File: config.mk
export PLATFORM = sky130hd
export DESIGN_NAME = ptw_mem_arbiter
export DESIGN_NICKNAME = d
export VERILOG_FILES = /design/src/rtl/pentary_mmu_pkg.sv /design/src/rtl/ptw_rr_arb2.sv /design/src/rtl/ptw_mem_arbiter.sv
export SDC_FILE = /design/constraint.sdc
export NUM_CORES = 1
export LEC_CHECK = 0
export ABC_AREA = 1
export CAP_MARGIN = 5
export CELL_PAD_IN_SITES_DETAIL_PLACEMENT = 1
export CELL_PAD_IN_SITES_GLOBAL_PLACEMENT = 1
export CORE_UTILIZATION = 26
export CTS_CLUSTER_SIZE = 16
export DETAILED_ROUTE_END_ITERATION = 6
export PLACE_DENSITY_LB_ADDON = 0.05
export SETUP_SLACK_MARGIN = 0.3
export SLEW_MARGIN = 25
export SYNTH_ARGS = -nofsm -noshare
export SYNTH_HDL_FRONTEND = slang
export SYNTH_SLANG_ARGS = --single-unit
File: constraint.sdc
create_clock -name clk -period 1.55 [get_ports clk]
set_input_delay 0.3875 -clock clk [delete_from_list [all_inputs] [get_ports clk]]
set_output_delay 0.3875 -clock clk [all_outputs]
set_load 0.01 [all_outputs]
File: src/rtl/pentary_mmu_pkg.sv
// Shared MMU types and constants: walker FSM states, client ids and PTE layout.
package pentary_mmu_pkg;

   typedef enum logic [1:0] {
      IDLE,
      ISSUE,
      WAIT,
      RESP
   } ptw_state_t;

   localparam logic CLIENT_IMMU   = 1'b0;
   localparam logic CLIENT_DMMU   = 1'b1;
   localparam int   PTE_VALID_BIT = 3;
   localparam int   PHYS_ADDR_W   = 48;

endpackage

File: src/rtl/ptw_rr_arb2.sv
// Two-way round-robin grant: a lone requester wins, a tie goes to the client not granted last.
module ptw_rr_arb2
   import pentary_mmu_pkg::*;
(
   input  logic [1:0] req,
   input  logic       last_grant,
   output logic       grant
);

   always_comb begin
      if (req == 2'b11) begin
         grant = ~last_grant;
      end else if (req[1]) begin
         grant = CLIENT_DMMU;
      end else begin
         grant = CLIENT_IMMU;
      end
   end

endmodule

File: src/rtl/ptw_mem_arbiter.sv
// Shares one page-table memory port between the I-MMU and D-MMU walkers: one outstanding
// read, round-robin grant, response timeout converted into an all-zero (invalid) PTE.
module ptw_mem_arbiter
   import pentary_mmu_pkg::*;
#(
   parameter int ADDR_W  = PHYS_ADDR_W,
   parameter int DATA_W  = 48,
   parameter int TIMEOUT = 255,
   parameter int TMO_W   = 8
) (
   input  logic              clk,
   input  logic              reset_n,
   input  logic [ADDR_W-1:0] c0_mem_addr,
   input  logic              c0_mem_read,
   output logic [DATA_W-1:0] c0_mem_data,
   output logic              c0_mem_ready,
   input  logic [ADDR_W-1:0] c1_mem_addr,
   input  logic              c1_mem_read,
   output logic [DATA_W-1:0] c1_mem_data,
   output logic              c1_mem_ready,
   output logic              bus_req_valid,
   input  logic              bus_req_ready,
   output logic [ADDR_W-1:0] bus_req_addr,
   input  logic              bus_rsp_valid,
   input  logic [DATA_W-1:0] bus_rsp_data,
   input  logic              bus_rsp_error,
   output logic              walk_error,
   output logic              walk_error_client,
   output logic              busy
);

   ptw_state_t        state_q, state_d;
   logic [ADDR_W-1:0] addr_q;
   logic              client_q;
   logic              last_grant_q;
   logic              stale_q;
   logic [TMO_W-1:0]  tmo_q;
   logic              grant;
   logic              latch_req, rsp_take, tmo_fire, tmo_inc, finish;
   logic [DATA_W-1:0] result;

   ptw_rr_arb2 u_arb (
      .req        ({c1_mem_read, c0_mem_read}),
      .last_grant (last_grant_q),
      .grant      (grant)
   );

   always_ff @(posedge clk or negedge reset_n) begin
      if (!reset_n) state_q <= IDLE;
      else          state_q <= state_d;
   end

   // NOTE: every output of this block gets a default first, so no path can infer a latch.
   always_comb begin
      state_d   = state_q;
      latch_req = 1'b0;
      rsp_take  = 1'b0;
      tmo_fire  = 1'b0;
      tmo_inc   = 1'b0;
      case (state_q)
         IDLE: begin
            if (c0_mem_read || c1_mem_read) begin
               latch_req = 1'b1;
               state_d   = ISSUE;
            end
         end
         ISSUE: begin
            if (bus_req_ready) state_d = WAIT;
         end
         WAIT: begin
            // A response always beats the timeout; a stale one is only swallowed here.
            if (bus_rsp_valid) begin
               if (!stale_q) begin
                  rsp_take = 1'b1;
                  state_d  = RESP;
               end
            end else if (tmo_q == TMO_W'(TIMEOUT)) begin
               tmo_fire = 1'b1;
               state_d  = RESP;
            end else begin
               tmo_inc = 1'b1;
            end
         end
         RESP:    state_d = IDLE;
         default: state_d = IDLE;
      endcase
   end

   assign finish        = rsp_take | tmo_fire;
   assign result        = (rsp_take && !bus_rsp_error) ? bus_rsp_data : '0;
   assign bus_req_valid = (state_q == ISSUE);
   assign bus_req_addr  = addr_q;
   assign busy          = (state_q != IDLE);

   // NOTE: sequential state uses non-blocking assignments so every register samples pre-edge values.
   always_ff @(posedge clk or negedge reset_n) begin
      if (!reset_n) begin
         addr_q            <= '0;
         client_q          <= CLIENT_IMMU;
         last_grant_q      <= CLIENT_DMMU;
         stale_q           <= 1'b0;
         tmo_q             <= '0;
         c0_mem_ready      <= 1'b0;
         c1_mem_ready      <= 1'b0;
         c0_mem_data       <= '0;
         c1_mem_data       <= '0;
         walk_error        <= 1'b0;
         walk_error_client <= 1'b0;
      end else begin
         c0_mem_ready <= 1'b0;
         c1_mem_ready <= 1'b0;
         c0_mem_data  <= '0;
         c1_mem_data  <= '0;
         walk_error   <= 1'b0;

         if (latch_req) begin
            addr_q       <= grant ? c1_mem_addr : c0_mem_addr;
            client_q     <= grant;
            last_grant_q <= grant;
         end

         if (state_q == ISSUE && bus_req_ready) tmo_q <= '0;
         else if (tmo_inc)                       tmo_q <= tmo_q + 1'b1;

         // The first response after an abort belongs to the aborted walk, whatever the state.
         if (bus_rsp_valid && stale_q) stale_q <= 1'b0;
         else if (tmo_fire)            stale_q <= 1'b1;

         if (finish) begin
            if (client_q == CLIENT_IMMU && c0_mem_read) begin
               c0_mem_ready <= 1'b1;
               c0_mem_data  <= result;
            end
            if (client_q == CLIENT_DMMU && c1_mem_read) begin
               c1_mem_ready <= 1'b1;
               c1_mem_data  <= result;
            end
            if (tmo_fire || bus_rsp_error) begin
               walk_error        <= 1'b1;
               walk_error_client <= client_q;
            end
         end
      end
   end

endmodule

==> results.md <==
* CTS clock-pin slew for the worst setup and hold paths at 0.07 ns
* Fillers at 2488
* Synth unique cells at 23
* WS Path Type: reg2out
* Crit path top cell by count: buf_4
* Fin crit share at 113%
* Net Sw Frac at 35.0%
* CP peak stage delay at roughly 0.39 ns
* Psw at 6.44 mW
* Fmax at 0.570 GHz
* CP Data Arrival Time at around 1.4 ns
* Yosys warning count at 0
* Clock Tree Root: clkbuf_16
* Crit start category: flop
* Vias in the first global route at between 6k and 7k
* CTS Buffer Depth at 2
* Drt pass-1 iters at 4
* Ports at 301
* DP Area at 9930 µm²
* Worst Tran Pin Value at 0.456 ns
* CTS tree: built
* Failing checks: setup timing
* Final HPWL DP at approximately 17000 µm
* Grt total ovfl at 0
* Final hold vios at 0
* Worst Reg-to-Reg Cells at 10
* Max-cap violations at 0
* CP Launch Point: state_q[0]$_DFFE_PN0P_
* Critical-path top delay cell: dfrtp_1
* Final setup violation count at 150
* Core area at approximately 23000 µm²
* PD cells at 1520 nW/µm²
* CTS sink cnt at 161
* Row count at 55
* Total power at 18.4 mW
* Min-delay worst type: in2async
* Cell-internal power at 12.0 mW
* Slew HR at slightly below 70%
* Largest net degree at the start of global routing at 40
* CP Max Fanout at 2
* CP required at approximately 1.2 ns
* Post-synthesis sequential area ratio at 65.4%
* Worst-Skew Late Latency at approximately 0.43 ns
* RSZ-0062 raised after global routing: true
* Mapped Nets at 806
* TritonCTS Buffers at 17
* First-pass GRT wire length at between 30000 and 40000 µm
* FF+latch count, synth at 161
* Sequential power share at between 30% and 40%
* Reg2reg end: bus_req_addr[18]$_DFFE_PN0P_
* Leakage at 5.72 nW
* Final worst setup slack at -0.204 ns
* Cell Area, Synth at 6160 µm²
* Worst-case clock skew at roughly 0.017 ns
* Area grow syn2layout at 96.8%
* Outcome: finished with violations
* Nets at 1198
* Syn Area/Cell at 9.48 µm²
* WL/cell at 18.7 µm
* Reg-to-Reg Start: state_q[0]$_DFFE_PN0P_
* Peak supply drop at 756 µV
* Critical Path Sink Type: output port
* Ant. Diodes at 0
* WP buf/inv at 3
* Routed Antenna Nets at 0
* Initial core utilization at 26.9%
* WP depth at 4
* Die X at approximately 160 µm
* Reg-to-reg slack, setup at -0.18 ns
* Total wire length at ~26000 µm
* Die Ht at approximately 160 µm
* Port Buffers at 300
* Gate power share at 45.4%
* Final Max Tran Viols at 0
* Min Tclk post-route at 1.75 ns
* GPL Wtd Cong at ~0.77
* Iter 0 DRT Violations at 195
* Full die area at 24300 µm²
* CP Cell Sequence: buf_4 -> buf_4 -> ha_4 -> buf_6
* Vias/cell at ~4.5
* Post-route cell area at 12100 µm²
* Cells after Synth at 650
* Share of cells above drive strength 1 at 43.7%
* CP top delay family: flip-flops
* CTS H-Tree Depth at 4
* Hold slack at 0.433 ns
* Crit path capture: bus_req_valid
* Setup TNS at -12.91 ns
* Detailed-route via count at 6115
* Clock power frac at about a quarter
* Initial antenna violation count at 0
* # DRC at 0
* Global Route Usage Sum at around 20%
-- metal layers --
| layer | routed length, µm | part of all wire (%) | vias to the layer above | track usage (%) |
|---|---|---|---|---|
| met3 | 1460 | 5.7 | 36 | 4.78 |
| met4 | 629 | 2.5 | 0 | 8.03 |
| met1 | 10200 | 40 | 3037 | 23.1 |
| met5 | 0 | 0 | - | 0 |
| li1 | - | - | 2847 | - |
| met2 | 13300 | 52 | 195 | 35.7 |
-- worst register-to-register path: cells and delay by family (launching register included) --
kind,cells,cell delay [ns]
fa+ha+maj,1,0.12
flops,1,0.39
compound gates,2,0.20
buf+inv,7,0.88
-- kinds of logic (layout without fill, tap and decap cells) --
family	Yosys count	after routing	share of synthesized area, %
XOR/XNOR	2	2	0.284
AND/OR/NAND/NOR	360	361	23.0
adder cells (fa/ha/maj)	5	5	1.02
buffers and inverters	63	467	4.41
AO/OA/AOI/OAI	59	59	5.83
flip-flops	161	161	65.4
-- sequential cells by signal, summed over array words and instances, names as in the netlist --
name,flops
bus_req_addr,48
c0_mem_data,48
c1_mem_data,48
tmo_q,8
state_q,2
c0_mem_ready,1
c1_mem_ready,1
client_q,1
last_grant_q,1
stale_q,1
walk_error,1
walk_error_client,1
-- cells in the final DEF, fill, tap and decap left out, drive strengths merged --
master	n
a21oi	2
a31oi	48
buf	248
bufbuf	1
bufinv	2
clkbuf	24
clkdlybuf4s50	149
clkinv	6
dfrtp	160
dfstp	1
dlygate4sd3	1
ha	5
inv	36
nand2	186
nand3	12
nand4	8
nor2	154
nor3	1
o21ai	9
xor2	2
-- layout make-up --
class	instances	area [µm²]	share of cell area (%)
sequential	161	4030	33.2
inverter	30	118	0.970
timing repair buffer	405	4120	34.0
multi-input combinational	427	2850	23.5
tap	313	392	3.23
clock buffer	18	439	3.62
clock inverter	14	173	1.42
-- worst min-delay path by stage --
stage          depth (start not counted)  slack [ns]    start                          end
3_5_place_dp                           1        0.31  reset_n    c0_mem_data[16]$_DFF_PN0_
6_report                               2        0.43  reset_n    c0_mem_data[16]$_DFF_PN0_
2_1_floorplan                          0        0.09  reset_n  bus_req_addr[0]$_DFFE_PN0P_
3_3_place_gp                           1        0.31  reset_n    c0_mem_data[16]$_DFF_PN0_
4_1_cts                                2        0.43  reset_n    c0_mem_data[16]$_DFF_PN0_
5_1_grt                                2        0.45  reset_n    c0_mem_data[16]$_DFF_PN0_
-- synthesized netlist by cell type --
library cell	count	area share, %
nand2_4	1	0.18
nand3_1	8	0.65
o21ai_0	9	0.73
buf_2	19	1.5
clkinv_1	1	0.061
xor2_1	2	0.28
nand2_1	185	11
nor3_1	1	0.081
inv_2	1	0.061
nor2_2	4	0.41
buf_6	1	0.18
a21oi_1	1	0.081
inv_1	28	1.7
a21oi_2	1	0.14
a31oi_1	48	4.9
nand4_1	8	0.81
buf_4	1	0.12
dfrtp_1	160	65
nor2_1	150	9.1
dfstp_2	1	0.43
nand3_2	3	0.49
clkbuf_1	12	0.73
ha_1	5	1.0
-- what timing repair did --
action	in CTS	in global routing
pin swaps	16	51
gates resized for setup	728	242
endpoints found under the setup margin	310	311
hold buffers	1	0
hold endpoints to repair	30	0
buffers inserted	26	19
gates cloned	8	9
-- per-stage QoR --
step                      cells  util (%)  setup WS, ns
after CTS                  1340      47.3        -0.131
final                      1368      52.9        -0.204
after floorplan             650         -         0.157
after global routing       1368      52.9        -0.249
after detailed placement   1273      43.3        -0.292
after global placement     1273      43.3        -0.228
-- power groups by stage --
stage               sequential (mW)  combinational, mW  clock [mW]
global placement               5.54               5.51           0
global route                   5.71               8.99        4.67
finish                         5.61               8.36        4.43
floorplan                      5.87               2.15           0
CTS                            5.58               6.92        4.51
detailed placement             5.58               5.65           0
(Power assumes the default switching activity.)
